$ cat src/rtl/alsu_arb_pkg.sv
// rtl/alsu_arb_pkg.sv - shared types, opcodes and command checks for the ALSU command arbiter
package alsu_arb_pkg;

   localparam int CMD_W = 16;
   localparam int FIELD_W = 3;
   localparam int RES_W = 6;
   localparam int CNT_W = 8;

   // Field layout of the packed 16-bit ALSU command, msb first
   typedef struct packed {
      logic [FIELD_W-1:0] opcode;     // [15:13]
      logic [FIELD_W-1:0] a;          // [12:10]
      logic [FIELD_W-1:0] b;          // [9:7]
      logic               cin;        // [6]
      logic               serial_in;  // [5]
      logic               red_op_a;   // [4]
      logic               red_op_b;   // [3]
      logic               bypass_a;   // [2]
      logic               bypass_b;   // [1]
      logic               direction;  // [0]
   } alsu_cmd_t;

   localparam logic [FIELD_W-1:0] OP_AND    = 3'b000;
   localparam logic [FIELD_W-1:0] OP_XOR    = 3'b001;
   localparam logic [FIELD_W-1:0] OP_ADD    = 3'b010;
   localparam logic [FIELD_W-1:0] OP_MUL    = 3'b011;
   localparam logic [FIELD_W-1:0] OP_SHIFT  = 3'b100;
   localparam logic [FIELD_W-1:0] OP_ROTATE = 3'b101;
   localparam logic [FIELD_W-1:0] OP_INV0   = 3'b110;
   localparam logic [FIELD_W-1:0] OP_INV1   = 3'b111;

   typedef enum logic [1:0] {
      ST_IDLE  = 2'd0,
      ST_ISSUE = 2'd1,
      ST_WAIT  = 2'd2,
      ST_RESP  = 2'd3
   } arb_state_e;

   // Reserved opcodes are illegal; reduction flags are only meaningful for AND/XOR
   function automatic logic is_invalid(input logic [CMD_W-1:0] cmd);
      alsu_cmd_t c;
      logic      inv;
      c = cmd;
      case (c.opcode)
         OP_AND, OP_XOR:                       inv = 1'b0;
         OP_ADD, OP_MUL, OP_SHIFT, OP_ROTATE:  inv = c.red_op_a | c.red_op_b;
         OP_INV0, OP_INV1:                     inv = 1'b1;
         default:                              inv = 1'b1;
      endcase
      return inv;
   endfunction

endpackage

$ cat src/rtl/rr_arbiter_2.sv
// rtl/rr_arbiter_2.sv - two-input round-robin grant with pointer update enable
module rr_arbiter_2 (
   input  logic       clk,
   input  logic       rst,
   input  logic [1:0] req,
   input  logic       update_en,
   output logic [1:0] gnt
);

   // ptr_q names the requester favoured on the next grant
   logic ptr_q;
   logic ptr_d;

   // Grant the favoured requester if it asks, otherwise the other one
   always_comb begin
      gnt = 2'b00;
      if (req[ptr_q]) begin
         gnt[ptr_q] = 1'b1;
      end else if (req[~ptr_q]) begin
         gnt[~ptr_q] = 1'b1;
      end
   end

   // After a committed grant, favour the requester that did not win
   always_comb begin
      ptr_d = ptr_q;
      if (update_en && (gnt != 2'b00)) begin
         ptr_d = gnt[0];
      end
   end

   // Pointer register; reset favours requester 0
   always_ff @(posedge clk or posedge rst) begin
      if (rst) begin
         ptr_q <= 1'b0;
      end else begin
         ptr_q <= ptr_d;
      end
   end

endmodule

$ cat src/rtl/alsu_cmd_arbiter.sv
// rtl/alsu_cmd_arbiter.sv - shares one registered ALSU between two command requesters
module alsu_cmd_arbiter
   import alsu_arb_pkg::*;
#(
   parameter int               ALSU_LAT = 2,
   parameter logic [CMD_W-1:0] IDLE_CMD = 16'h0000
) (
   input  logic             clk,
   input  logic             rst,
   input  logic [1:0]       req_valid,
   input  logic [CMD_W-1:0] req_cmd0,
   input  logic [CMD_W-1:0] req_cmd1,
   output logic [1:0]       req_ready,
   output logic [CMD_W-1:0] alsu_cmd,
   input  logic [RES_W-1:0] alsu_out,
   output logic             rsp_valid,
   output logic             rsp_id,
   output logic [RES_W-1:0] rsp_data,
   output logic             rsp_invalid,
   output logic             busy,
   output logic [CNT_W-1:0] op_count,
   output logic [CNT_W-1:0] invalid_count
);

   localparam int WAIT_W = 3;
   localparam logic [WAIT_W-1:0] WAIT_LAST = WAIT_W'(ALSU_LAT - 1);

   arb_state_e       state_q, state_d;
   logic [CMD_W-1:0] cmd_q, cmd_d;
   logic [WAIT_W-1:0] wait_cnt_q, wait_cnt_d;
   logic             rsp_id_q, rsp_id_d;
   logic [RES_W-1:0] rsp_data_q, rsp_data_d;
   logic             rsp_invalid_q, rsp_invalid_d;
   logic [CNT_W-1:0] op_count_q, op_count_d;
   logic [CNT_W-1:0] invalid_count_q, invalid_count_d;

   logic [1:0] gnt;
   logic       accept;

   // A grant only commits while idle; the pointer must not move otherwise
   assign accept = (state_q == ST_IDLE) && (gnt != 2'b00);

   rr_arbiter_2 u_rr (
      .clk       (clk),
      .rst       (rst),
      .req       (req_valid),
      .update_en (accept),
      .gnt       (gnt)
   );

   // Next-state, datapath updates and bus outputs for IDLE -> ISSUE -> WAIT -> RESP
   always_comb begin
      state_d         = state_q;
      cmd_d           = cmd_q;
      wait_cnt_d      = wait_cnt_q;
      rsp_id_d        = rsp_id_q;
      rsp_data_d      = rsp_data_q;
      rsp_invalid_d   = rsp_invalid_q;
      op_count_d      = op_count_q;
      invalid_count_d = invalid_count_q;
      req_ready       = 2'b00;
      alsu_cmd        = IDLE_CMD;
      case (state_q)
         ST_IDLE: begin
            req_ready = gnt;
            if (accept) begin
               cmd_d    = gnt[1] ? req_cmd1 : req_cmd0;
               rsp_id_d = gnt[1];
               state_d  = ST_ISSUE;
            end
         end
         ST_ISSUE: begin
            alsu_cmd   = cmd_q;
            wait_cnt_d = WAIT_LAST;
            state_d    = ST_WAIT;
         end
         ST_WAIT: begin
            if (wait_cnt_q == '0) begin
               rsp_data_d    = alsu_out;
               rsp_invalid_d = is_invalid(cmd_q);
               state_d       = ST_RESP;
            end else begin
               wait_cnt_d = wait_cnt_q - 1'b1;
            end
         end
         ST_RESP: begin
            op_count_d = op_count_q + 1'b1;
            if (rsp_invalid_q && (invalid_count_q != '1)) begin
               invalid_count_d = invalid_count_q + 1'b1;
            end
            state_d = ST_IDLE;
         end
         default: state_d = ST_IDLE;
      endcase
   end

   // State and datapath registers; reset abandons any in-flight command
   always_ff @(posedge clk or posedge rst) begin
      if (rst) begin
         state_q         <= ST_IDLE;
         cmd_q           <= IDLE_CMD;
         wait_cnt_q      <= '0;
         rsp_id_q        <= 1'b0;
         rsp_data_q      <= '0;
         rsp_invalid_q   <= 1'b0;
         op_count_q      <= '0;
         invalid_count_q <= '0;
      end else begin
         state_q         <= state_d;
         cmd_q           <= cmd_d;
         wait_cnt_q      <= wait_cnt_d;
         rsp_id_q        <= rsp_id_d;
         rsp_data_q      <= rsp_data_d;
         rsp_invalid_q   <= rsp_invalid_d;
         op_count_q      <= op_count_d;
         invalid_count_q <= invalid_count_d;
      end
   end

   assign rsp_valid     = (state_q == ST_RESP);
   assign busy          = (state_q != ST_IDLE);
   assign rsp_id        = rsp_id_q;
   assign rsp_data      = rsp_data_q;
   assign rsp_invalid   = rsp_invalid_q;
   assign op_count      = op_count_q;
   assign invalid_count = invalid_count_q;

endmodule

$ cat config.mk
export PLATFORM = sky130hd
export DESIGN_NAME = alsu_cmd_arbiter
export DESIGN_NICKNAME = d
export VERILOG_FILES = /design/src/rtl/alsu_arb_pkg.sv /design/src/rtl/rr_arbiter_2.sv /design/src/rtl/alsu_cmd_arbiter.sv
export SDC_FILE = /design/constraint.sdc
export NUM_CORES = 1
export LEC_CHECK = 0
export CORE_MARGIN = 4
export CORE_UTILIZATION = 48
export CTS_CLUSTER_DIAMETER = 120
export CTS_CLUSTER_SIZE = 40
export DETAILED_ROUTE_END_ITERATION = 10
export PLACE_DENSITY = 0.94
export RECOVER_POWER = 25
export SYNTH_ARGS = -nofsm -noshare
export SYNTH_HDL_FRONTEND = slang
export SYNTH_SLANG_ARGS = --single-unit
export TNS_END_PERCENT = 30
$ cat constraint.sdc
create_clock -name clk -period 3.3 [get_ports clk]
set_input_delay 0.825 -clock clk [delete_from_list [all_inputs] [get_ports clk]]
set_output_delay 0.825 -clock clk [all_outputs]
set_load 0.02 [all_outputs]
Word level (Yosys, flattened, before mapping):

Cells that the tools add are included.

* bits in registers: 46
* bits of input ports: 42
* output and inout port bits: 44

* $add $sub $neg: 3
* magnitude comparators: 4
* equality and inequality tests: 14
* mux-type cells: 19
* bitwise gates (word level): 2
* reductions and logical operators: 19

Operators with widths (count)
* $mux W16: 2
* $add A8 B1 Y8 const B: 2
* $eq A3 B3 Y1 const B: 4
* $mux W2: 5
* $reduce_and A2 Y1: 5
* $ne A8 B8 Y1 const B: 1
* $pmux W2 S4: 1
* $eq A3 B2 Y1 const B: 2
* $logic_not A3 Y1: 2
* $mux W1: 6
* $pmux W3 S2: 1
* $reduce_bool A2 Y1: 3
* $logic_and A1 B1 Y1: 5
* $eq A2 B2 Y1 const B: 2
* $lt A1 B2 Y1 const B: 2
* $ne A2 B2 Y1 const B: 2
* $reduce_or A2 Y1: 2
* $reduce_or A4 Y1: 1
* $eq A3 B1 Y1 const B: 1
* $mux W3: 1
* $pmux W1 S3: 1
* $sub A3 B1 Y3 const B: 1
* $demux W1 S1: 2
* $eq A2 B1 Y1 const B: 1
* 5 further kinds: 6

Depth between registers and ports, before layout:

* depth after elaboration: 11
* gate-level depth with buffers: 6
* mapped depth without buffers: 6

Cells and area by module:

From an unflattened synthesis, not the netlist that was laid out.

* cell total of the unflattened synthesis: 208
* area total of the unflattened synthesis: 2235.9 um2

Modules (own cells, without submodules)
* alsu_cmd_arbiter: times used 1, cells an instance 201, area each 2177.1 um2
* rr_arbiter_2: times used 1, cells an instance 7, area each 58.8 um2

Worst setup path after synthesis:

Ideal clock, no wire load.

* path type: input to output
* from: input req_valid[0]
* to: output req_ready[1]
* arrival time: 1477 ps
* data required time: 2475 ps
* slack: 998 ps
* cell stages on the path: 2
* buffers on the path: 0
* path through: and2b_4 nor3_1

* longest elaborated chain between the ends: 5
* elaborated cells on any way between the ends: 7
* classes of those cells: 7 x mux

Ends and longest elaborated chain
* start: declaration: RTL line alsu_cmd_arbiter.sv:10 `input logic [1:0] req_valid,`
* $mux W1 (not written as such) (2 in series): RTL line rr_arbiter_2.sv:19 `end else if (req[~ptr_q]) begin`
* $mux W2: RTL line rr_arbiter_2.sv:19
* $mux W2 (*): RTL line rr_arbiter_2.sv:17 `if (req[ptr_q]) begin`
* $mux W2 (*): RTL line alsu_cmd_arbiter.sv:63 `case (state_q)`
* end: declaration: RTL line alsu_cmd_arbiter.sv:13 `output logic [1:0] req_ready,`

Mark *: on every way between the ends. The rest lies on a longest branch, timed or not. The select of a mux whose other input is x is not followed.

Final worst setup path:

* from: input req_valid[0]
* to: output req_ready[0]

The elaborated chain is that of the path after synthesis.

==> flow_metrics.py <==
metrics = {
    "placement": {
        "routabilityCongestion": 0.855,
        "dp_hpwl_um": 3900,
        "numPortBuffers": 85,
    },
    "setup_path": {
        "crit_path_frequent_cell": "clkdlybuf4s50_1",
        "critPathMaxStageDelay_ns": 0.63,
        "rr_endpoint": "invalid_count[7]",
        "crit_slowest_cell": "clkdlybuf4s50_1",
        "cp.required_ns": 2.47,
        "crit_type": "primary input to primary output",
        "reg2reg_slack_ns": 1.54,
        "worstPathArrival_ns": 2.27,
        "r2r_start": "state_q[0]",
        "path_max_fanout": 5,
        "rr_worst_depth": 4,
        "worstSetupStartpointType": "primary input",
        "crit_chain": "clkdlybuf4s50_1, nand2_1, a21oi_1, clkdlybuf4s50_1",
        "end_kind": "primary output",
    },
    "synthesis": {
        "synthSimpleGateAreaFrac": 0.200,
        "synth_area_leaders": "dfrtp_1, nand3b_1, ha_1",
        "ys_seq_area_frac": 0.483,
        "syn_area_um2": 2380,
        "synth-edff-count": 0,
        "synth-xor-area-share": 0.0368,
        "ys_ff_latch": 46,
        "synth-main-ff-cell": "dfrtp_1",
        "netlist_instances": 231,
        "synth_most_common_cell": "dfrtp_1",
        "yosys-top-cells-count": "dfrtp_1, nor2_1, a31oi_1",
        "yosysTopAreaCell": "dfrtp_1",
        "synth.top_cell.area_share": 0.483,
        "synth-compound-area-share": 0.132,
        "synth.avg_cell_area_um2": 10.3,
        "synth_top_family_by_area": "simple AND/OR/NAND/NOR gates",
        "synthAdderAreaFrac": 0.0473,
        "muxShareOfSynthArea": 0.0568,
        "yosysWarnings": 0,
        "ys_types": 38,
        "syn_nets": 282,
        "async_flop_share": 1.00,
    },
    "route": {
        "drt-wirelength-per-cell_um": 13.7,
        "drcViolationCount": 0,
        "drt_iter0_drc": 39,
        "num_vias": 2009,
        "wirelength_um": 5240,
        "viasPerCell": 5.25,
        "ant_nets": 0,
        "first_pass_iters": 4,
    },
    "final_layout": {
        "drive_gt1_frac": 0.0696,
        "fillers": 368,
        "fin_nets": 366,
        "syn_to_final_growth_pct": 40.9,
        "antenna_cells": 0,
    },
    "clocking": {
        "cts-root-buf": "clkbuf_8",
        "clkTransAtPathRegs_ns": 0.08,
        "insertion_delay_ns": 0.29,
        "ctsHtreeMaxLevel": 2,
        "cts_hold_buffers": 0,
        "cts.sinks": 46,
        "cts_buffers": 5,
        "cts_tree": "done",
        "cts_buffer_depth": 2,
    },
    "grt": {
        "grt_overflow": 0,
        "grt_pass1_wl_um": 8690,
        "antenna_found_initial": 0,
        "grt_usage": 0.176,
        "grt_pass1_vias": 1952,
        "grt_max_degree": 47,
    },
    "timing": {
        "rsz0062_at_grt": "no",
        "report.final.hold_viol_count": 0,
        "hold_ws_ns": 0.468,
        "min_period_ns": 3.10,
        "fin_tns_setup_ns": 0,
        "relSlewSlack": -0.123,
        "slew_viol_final": 47,
        "finClkSkew_ns": 0.00653,
        "min_period_over_period": 0.939,
        "timing.fmax_ghz": 0.323,
        "worst_slew_pin_slew_ns": 1.68,
        "setup_viol": 0,
    },
    "die": {
        "die-area_um2": 6150,
        "ios": 86,
        "coreArea_um2": 4750,
        "die_h_um": 78.4,
        "die_x_um": 78.4,
        "rows": 25,
        "start_util": 0.501,
    },
    "worst_hold_path": {
        "worstHoldPathCells": 1,
        "min_from": "op_count[7]",
        "hold_path_end": "op_count[7]",
        "min_path_type": "register to register",
    },
    "run": {
        "drv_cap": 1,
    },
    "outcome": {
        "failed_checks": "capacitance limit, slew limit",
        "outcome": "finished, violations left",
    },
    "pwr": {
        "cellPowerDensity_nw_per_um2": 838,
        "ir_drop_mv": 0.445,
        "p_leak_nw": 1.38,
    },
}
[worst max-delay path by stage]
stage	from	cells past startpoint	end	slack, ns
after floorplan	req_valid[0]	2	req_ready[1]	1.0
after global placement	req_valid[0]	4	req_ready[1]	0.16
after detailed placement	req_valid[0]	4	req_ready[1]	0.12
after CTS	req_valid[0]	4	req_ready[1]	0.11
after global routing	req_valid[0]	4	req_ready[0]	0.12
final	req_valid[0]	4	req_ready[0]	0.20
[layout make-up]
type | count | area, µm² | area share
clock buffers | 7 | 86.3 | 0.0257
clock inverters | 1 | 5.00 | 0.00149
inverters | 10 | 37.5 | 0.0112
multi-input cells | 164 | 1120 | 0.333
flip-flops and latches | 46 | 1150 | 0.343
well taps | 67 | 83.8 | 0.0250
repair buffers | 88 | 872 | 0.260
[worst max-delay path: cells and delay by family]
kind            cells  cell delay (ns)
compound gates      1             0.16
simple gates        1             0.08
buf+inv             2             1.20
[report_power, final]
group | internal (mW) | switching (mW)
registers | 0.808 | 0.186
logic | 0.736 | 0.735
clock network | 0.169 | 0.178
total | 1.71 | 1.10
[state kept, by name, summed over array words and instances (netlist names), 2 cells and up]
name	count
cmd_q	16
invalid_count	8
op_count	8
rsp_data	6
state_q	2
wait_cnt_q	3
[metal layers]
layer / GRT usage / wire [µm]
met3: 0.0677 / 472
met2: 0.299 / 2460
met4: 0.0402 / 34
met5: 0 / 0
met1: 0.211 / 2270
[cells in the final DEF, fill, tap and decap left out, types with 3 or more instances in the layout]
| cell | count |
|---|---|
| clkdlybuf4s50_1 | 83 |
| inv_1 | 10 |
| nand3_1 | 3 |
| o21ai_0 | 8 |
| clkbuf_8 | 6 |
| mux2_1 | 4 |
| and2_1 | 16 |
| mux2_2 | 8 |
| nor2_1 | 20 |
| a21oi_1 | 3 |
| ha_1 | 9 |
| o21ai_1 | 13 |
| nand2_1 | 11 |
| xnor2_1 | 7 |
| nand3b_1 | 16 |
| xor2_1 | 3 |
| a31oi_1 | 17 |
| dfrtp_1 | 46 |
| nand4_1 | 5 |
[through the flow]
stage	instances	utilization	setup WS (ns)	total power, mW	area (µm²)
floorplan	231	-	0.998	1.91	2380
global placement	375	0.688	0.163	2.45	3270
detailed placement	375	0.688	0.120	2.50	3270
CTS	383	0.707	0.105	2.85	3360
global route	383	0.706	0.119	3.03	3350
finish	383	0.706	0.203	2.81	3350
[repair_timing]
item,CTS,global route
endpoints found under the setup margin,0,1
setup buffers,0,0
gates resized for setup,0,1
[cell families (layout without fill, tap and decap cells)]
kind of cell,after synthesis,count (layout)
xor+xnor,10,10
mux,12,12
fa+ha+maj,9,9
flops,46,46
buf+inv,21,106
simple gates,82,82
compound gates,51,51
(Power assumes the default switching activity.)
